--- src/rtl/msrv32_mem_arbiter.sv ---
// Fetch/load-store arbiter for one AHB-Lite style memory port.
// Data has priority, a starvation counter protects fetch, and each data phase is tracked back to its owner.
module msrv32_mem_arbiter #(
   parameter int unsigned STARVE_LIMIT = 4
) (
   input  logic        clk_in,
   input  logic        rst_in,
   input  logic        i_req_in,
   input  logic [31:0] i_addr_in,
   output logic        i_gnt_out,
   output logic        i_ready_out,
   output logic [31:0] i_rdata_out,
   output logic        i_err_out,
   input  logic        d_req_in,
   input  logic        d_wr_in,
   input  logic [31:0] d_addr_in,
   input  logic [31:0] d_wdata_in,
   input  logic [3:0]  d_mask_in,
   output logic        d_gnt_out,
   output logic        d_ready_out,
   output logic [31:0] d_rdata_out,
   output logic        d_err_out,
   output logic [31:0] m_haddr_out,
   output logic [1:0]  m_htrans_out,
   output logic        m_hwrite_out,
   output logic [31:0] m_hwdata_out,
   output logic [3:0]  m_hwstrb_out,
   input  logic [31:0] m_hrdata_in,
   input  logic        m_hready_in,
   input  logic        m_hresp_in
);

   localparam int unsigned AW = 32;
   localparam int unsigned DW = 32;
   localparam int unsigned SW = 4;
   localparam int unsigned CW = 4;
   localparam logic [CW-1:0] LIMIT_C = CW'(STARVE_LIMIT);
   localparam logic [1:0] HTRANS_IDLE   = 2'b00;
   localparam logic [1:0] HTRANS_NONSEQ = 2'b10;

   typedef enum logic [1:0] {
      OWN_NONE = 2'd0,
      OWN_I    = 2'd1,
      OWN_D    = 2'd2
   } owner_e;

   owner_e          r_owner,  w_owner_nxt;
   logic            r_lock,   w_lock_nxt;
   logic            r_lock_d, w_lock_d_nxt;
   logic [CW-1:0]   r_starve, w_starve_nxt;
   logic [DW-1:0]   r_hwdata, w_hwdata_nxt;
   logic [SW-1:0]   r_hwstrb, w_hwstrb_nxt;

   logic            w_sel_i;
   logic            w_sel_d;
   logic            w_gnt_i;
   logic            w_gnt_d;
   logic            w_done;

   // State registers: phase owner, wait-state lock, starvation count, write-data phase
   always_ff @(posedge clk_in or negedge rst_in) begin
      if (!rst_in) begin
         r_owner  <= OWN_NONE;
         r_lock   <= 1'b0;
         r_lock_d <= 1'b0;
         r_starve <= '0;
         r_hwdata <= '0;
         r_hwstrb <= '0;
      end else begin
         r_owner  <= w_owner_nxt;
         r_lock   <= w_lock_nxt;
         r_lock_d <= w_lock_d_nxt;
         r_starve <= w_starve_nxt;
         r_hwdata <= w_hwdata_nxt;
         r_hwstrb <= w_hwstrb_nxt;
      end
   end

   // Selection, bus address phase, data-phase return and next-state
   always_comb begin
      w_sel_i      = 1'b0;
      w_sel_d      = 1'b0;
      w_owner_nxt  = r_owner;
      w_lock_nxt   = r_lock;
      w_lock_d_nxt = r_lock_d;
      w_starve_nxt = r_starve;
      w_hwdata_nxt = r_hwdata;
      w_hwstrb_nxt = r_hwstrb;

      // Combinational outputs are gated by reset so they read as reset values immediately
      if (!rst_in) begin
         w_sel_i = 1'b0;
         w_sel_d = 1'b0;
      end else if (r_lock) begin
         w_sel_i = !r_lock_d;
         w_sel_d = r_lock_d;
      end else if (i_req_in && d_req_in) begin
         w_sel_i = (r_starve == LIMIT_C);
         w_sel_d = (r_starve != LIMIT_C);
      end else begin
         w_sel_i = i_req_in;
         w_sel_d = d_req_in;
      end

      w_gnt_i = w_sel_i && m_hready_in;
      w_gnt_d = w_sel_d && m_hready_in;
      w_done  = rst_in && m_hready_in;

      if (m_hready_in) begin
         w_owner_nxt  = w_gnt_d ? OWN_D : (w_gnt_i ? OWN_I : OWN_NONE);
         w_hwdata_nxt = (w_gnt_d && d_wr_in) ? d_wdata_in : '0;
         w_hwstrb_nxt = (w_gnt_d && d_wr_in) ? d_mask_in  : '0;
      end

      // A selection stalled by wait states is pinned until its grant
      if ((w_sel_i || w_sel_d) && !m_hready_in) begin
         w_lock_nxt   = 1'b1;
         w_lock_d_nxt = w_sel_d;
      end else if (w_gnt_i || w_gnt_d) begin
         w_lock_nxt   = 1'b0;
      end

      if (!i_req_in || w_gnt_i) begin
         w_starve_nxt = '0;
      end else if (w_gnt_d && (r_starve != LIMIT_C)) begin
         w_starve_nxt = r_starve + CW'(1);
      end
   end

   assign i_gnt_out    = w_gnt_i;
   assign d_gnt_out    = w_gnt_d;
   assign m_htrans_out = (w_sel_i || w_sel_d) ? HTRANS_NONSEQ : HTRANS_IDLE;
   assign m_haddr_out  = w_sel_d ? d_addr_in : (w_sel_i ? i_addr_in : AW'(0));
   assign m_hwrite_out = w_sel_d && d_wr_in;
   assign m_hwdata_out = r_hwdata;
   assign m_hwstrb_out = r_hwstrb;

   assign i_ready_out  = w_done && (r_owner == OWN_I);
   assign d_ready_out  = w_done && (r_owner == OWN_D);
   assign i_err_out    = i_ready_out && m_hresp_in;
   assign d_err_out    = d_ready_out && m_hresp_in;
   assign i_rdata_out  = m_hrdata_in;
   assign d_rdata_out  = m_hrdata_in;

endmodule
--- config.mk ---
export PLATFORM = sky130hd
export DESIGN_NAME = msrv32_mem_arbiter
export DESIGN_NICKNAME = d
export VERILOG_FILES = /design/src/rtl/msrv32_mem_arbiter.sv
export SDC_FILE = /design/constraint.sdc
export NUM_CORES = 1
export LEC_CHECK = 0
export BUFFER_PORTS_ARGS = -buffer_cell sky130_fd_sc_hd__clkbuf_2
export CAP_MARGIN = 20
export CORE_AREA = 8 8 102 104
export DETAILED_ROUTE_END_ITERATION = 12
export DIE_AREA = 0 0 110 112
export GPL_TIMING_DRIVEN = 0
export PLACE_DENSITY = 0.71
export SYNTH_ARGS = -nofsm -noshare
export SYNTH_HDL_FRONTEND = slang
export SYNTH_SLANG_ARGS = --single-unit
--- constraint.sdc ---
create_clock -name clk_in -period 5.75 [get_ports clk_in]
set_input_delay 0.8625 -clock clk_in [delete_from_list [all_inputs] [get_ports clk_in]]
set_output_delay 0.8625 -clock clk_in [all_outputs]
set_load 0.03 [all_outputs]
==> qor.csv <==
metric;value;unit
status;finished clean;
rows;35;
holdBufCountCts;0;
critPathTopFamily;buffers and inverters;
crit_buf_inv;4;
holdWs;506.5;ps
clk_latency;300;ps
worst-r2r-setup-slack;3580;ps
vias;2828;
critical_path.most_common_cell;clkbuf_2;
port_buffers;246;
synth_compound_area_frac;0.2743;
synth_flop_cell;dfrtp_1;
hold_violations;0;
tightest_slew;576.4;ps
drive_gt1_frac;0.6660;
routed_wl;11330;um
r2r-start;r_starve[0];
powerDensity;238.4;nW/um2
regArea;1101;um2
final_max_slew_viol_count;0;
synth_seq_cells;44;
die_area;12320;um2
syn_area;2591;um2
setup_tns;0;ps
holdPathStages;1;
grt_pass1_wl;16630;um
ant_nets;0;
wl_met1;4120;um
synth_nets;386;
synth-async-reset-ratio;1.000;
drc;0;
rsz0062_at_grt;false;
top_layer_used;met4;
grt_pass1_vias;3089;
syn_area_per_cell;10.58;um2
cts_setup_buffers;0;
cts_sinks;44;
synth_top_area_cell;dfrtp_1;
r2r_cells;7;
multi_input_area;908.4;um2
yosys.cell_types.count;33;
yosys-top-cells-area;dfrtp_1, a22o_1, buf_4;
yosys.area_share.adder;0.009657;
grt_antenna_before_repair;0;
maxCapViolations;0;
cp.arrival;2820;ps
p_leak;2.475;nW
netlist_instances;245;
numCtsBuffers;5;
grt_max_degree;30;
fin_skew;10.41;ps
ios;280;
cp.required;4890;ps
clk_pin_slew;90;ps
rr_endpoint;m_hwstrb_out[3];
grt_overflow_total;0;
htree_levels;2;
crit_chain;clkbuf_2 > buf_12 > a21boi_2 > clkbuf_1 > a22o_1 > clkbuf_2;
period_share;0.6405;
whs_endpoint;r_owner[1];
viasPerCell;4.628;
yosysWarningCount;0;
cp_slowest_cell;clkbuf_2;
cts_root_buf;clkbuf_8;
die_x;110;um
die_h;112;um
post-place-ws;1996;ps
dr_wl_met3;1740;um
hold_path.class;reg -> reg;
initialDrtViolationCount;88;
cpPeakStageDelay;450;ps
wl_per_cell;18.54;um
core;8890;um2
tritoncts;built;
irDropWorstVdd;0.0001113;V
diodes;0;
fin_util;0.4608;
synth_enable_flop_cells;0;
worstHoldStart;r_owner[1];
yosys.area_share.simple;0.05408;
setup_viol;0;
yosysTopAreaCellShare;0.4249;
fin_ws;2067;ps
start_kind;input pin;
synth_xor_area_frac;0.003380;
first_pass_iters;4;
grt_usage;0.1738;
crit_type;in -> out;
yosysSeqAreaShare;0.4249;
gp_congestion;0.8001;
synth_top_family_by_area;compound AO/OA/AOI/OAI gates;
start_util;0.2915;
areaGrowthSynthToFinish;58.09;%
worst-path-max-fanout;29;
slew_headroom;0.6157;
routed-wl-met2;5349;um
fin_total_pwr;976.5;uW
fmax;271.5;MHz
min_period;3683;ps
cts_resized;0;
nNetsFinal;640;
clockBufferDepth;2;
hpwlAfterDp;10020;um
n_fill_cell;870;
end_kind;output pin;
synth.area.mux_share;0.007726;
-- how the worst max path moves through the flow --
stage,start,endpoint,slack (ps),cells after the start
2_1_floorplan,m_hready_in,i_err_out,2690,3
6_report,rst_in,m_haddr_out[8],2070,6
3_3_place_gp,rst_in,m_haddr_out[8],1760,5
3_5_place_dp,rst_in,m_haddr_out[10],2000,6
4_1_cts,rst_in,m_haddr_out[10],1990,6
5_1_grt,rst_in,m_haddr_out[10],1850,6
-- routing by layer --
metal / GRT usage / up-vias
li1: - / 1329
met1: 0.1843 / 1320
met2: 0.2927 / 171
met3: 0.09185 / 8
met4: 0.04144 / 0
met5: 0 / -
-- registers in the layout, summed over array words and instances, names as in the netlist --
name and cells:
r_owner 2, m_hwdata_out 32, r_lock 1, r_lock_d 1, r_starve 4, m_hwstrb_out 4
-- per-stage QoR --
stage / instances / instance area [um2]
after global placement: 602 / 3961
after detailed placement: 603 / 3981
after CTS: 611 / 4096
after global routing: 611 / 4096
final: 611 / 4096
after floorplan: 245 / 2591
-- kinds of logic (layout without fill, tap and decap cells) --
family	after synthesis	after routing
AO/OA/AOI/OAI	84	84
XOR/XNOR	1	1
adder cells (fa/ha/maj)	2	2
buffers and inverters	86	341
flip-flops	44	44
multiplexers	2	2
other	1	1
AND/OR/NAND/NOR	25	25
-- synth_stat cells (2+ instances only) --
cell type  instances
mux2i_1            2
dfrtp_1           44
inv_1              7
buf_2              3
nor3_1             2
nor3b_1            2
nand2_1            5
o21ai_0            6
clkbuf_1           8
a21oi_1            3
and2_1             3
buf_4             68
a22o_1            68
ha_1               2
nor2_1             4
-- layout by cell type (no fill, tap or decap), types with 2 or more instances in the layout --
| cell | count |
|---|---|
| clkbuf_8 | 5 |
| nor2_1 | 4 |
| o21ai_0 | 6 |
| a21oi_1 | 3 |
| inv_1 | 7 |
| mux2i_1 | 2 |
| nor3b_1 | 2 |
| buf_4 | 68 |
| nor3_1 | 2 |
| and2_1 | 3 |
| buf_2 | 3 |
| clkbuf_2 | 246 |
| clkbuf_1 | 8 |
| nand2_1 | 5 |
| ha_1 | 2 |
| dfrtp_1 | 44 |
| a22o_1 | 68 |
-- final cells by class --
cell class,count,area share
buffer,79,0.1356
clock buffer,5,0.01680
clock inverter,3,0.01130
inverter,7,0.006414
multi-input combinational,115,0.2217
sequential,44,0.2688
tap,111,0.03390
timing repair buffer,247,0.3054
-- report_power, final --
group	internal [mW]	total [mW]	switching, mW
registers	0.327	0.340	0.0124
clock network	0.131	0.240	0.109
logic	0.144	0.397	0.253
-- worst register-to-register path: stages, from the launching register on --
cell and delay (ps):
dfrtp_1 410, inv_1 60, ha_1 220, and3b_1 220, a311o_2 410, nor2_2 390
buf_4 270, a22o_1 150
(Power assumes the default switching activity.)
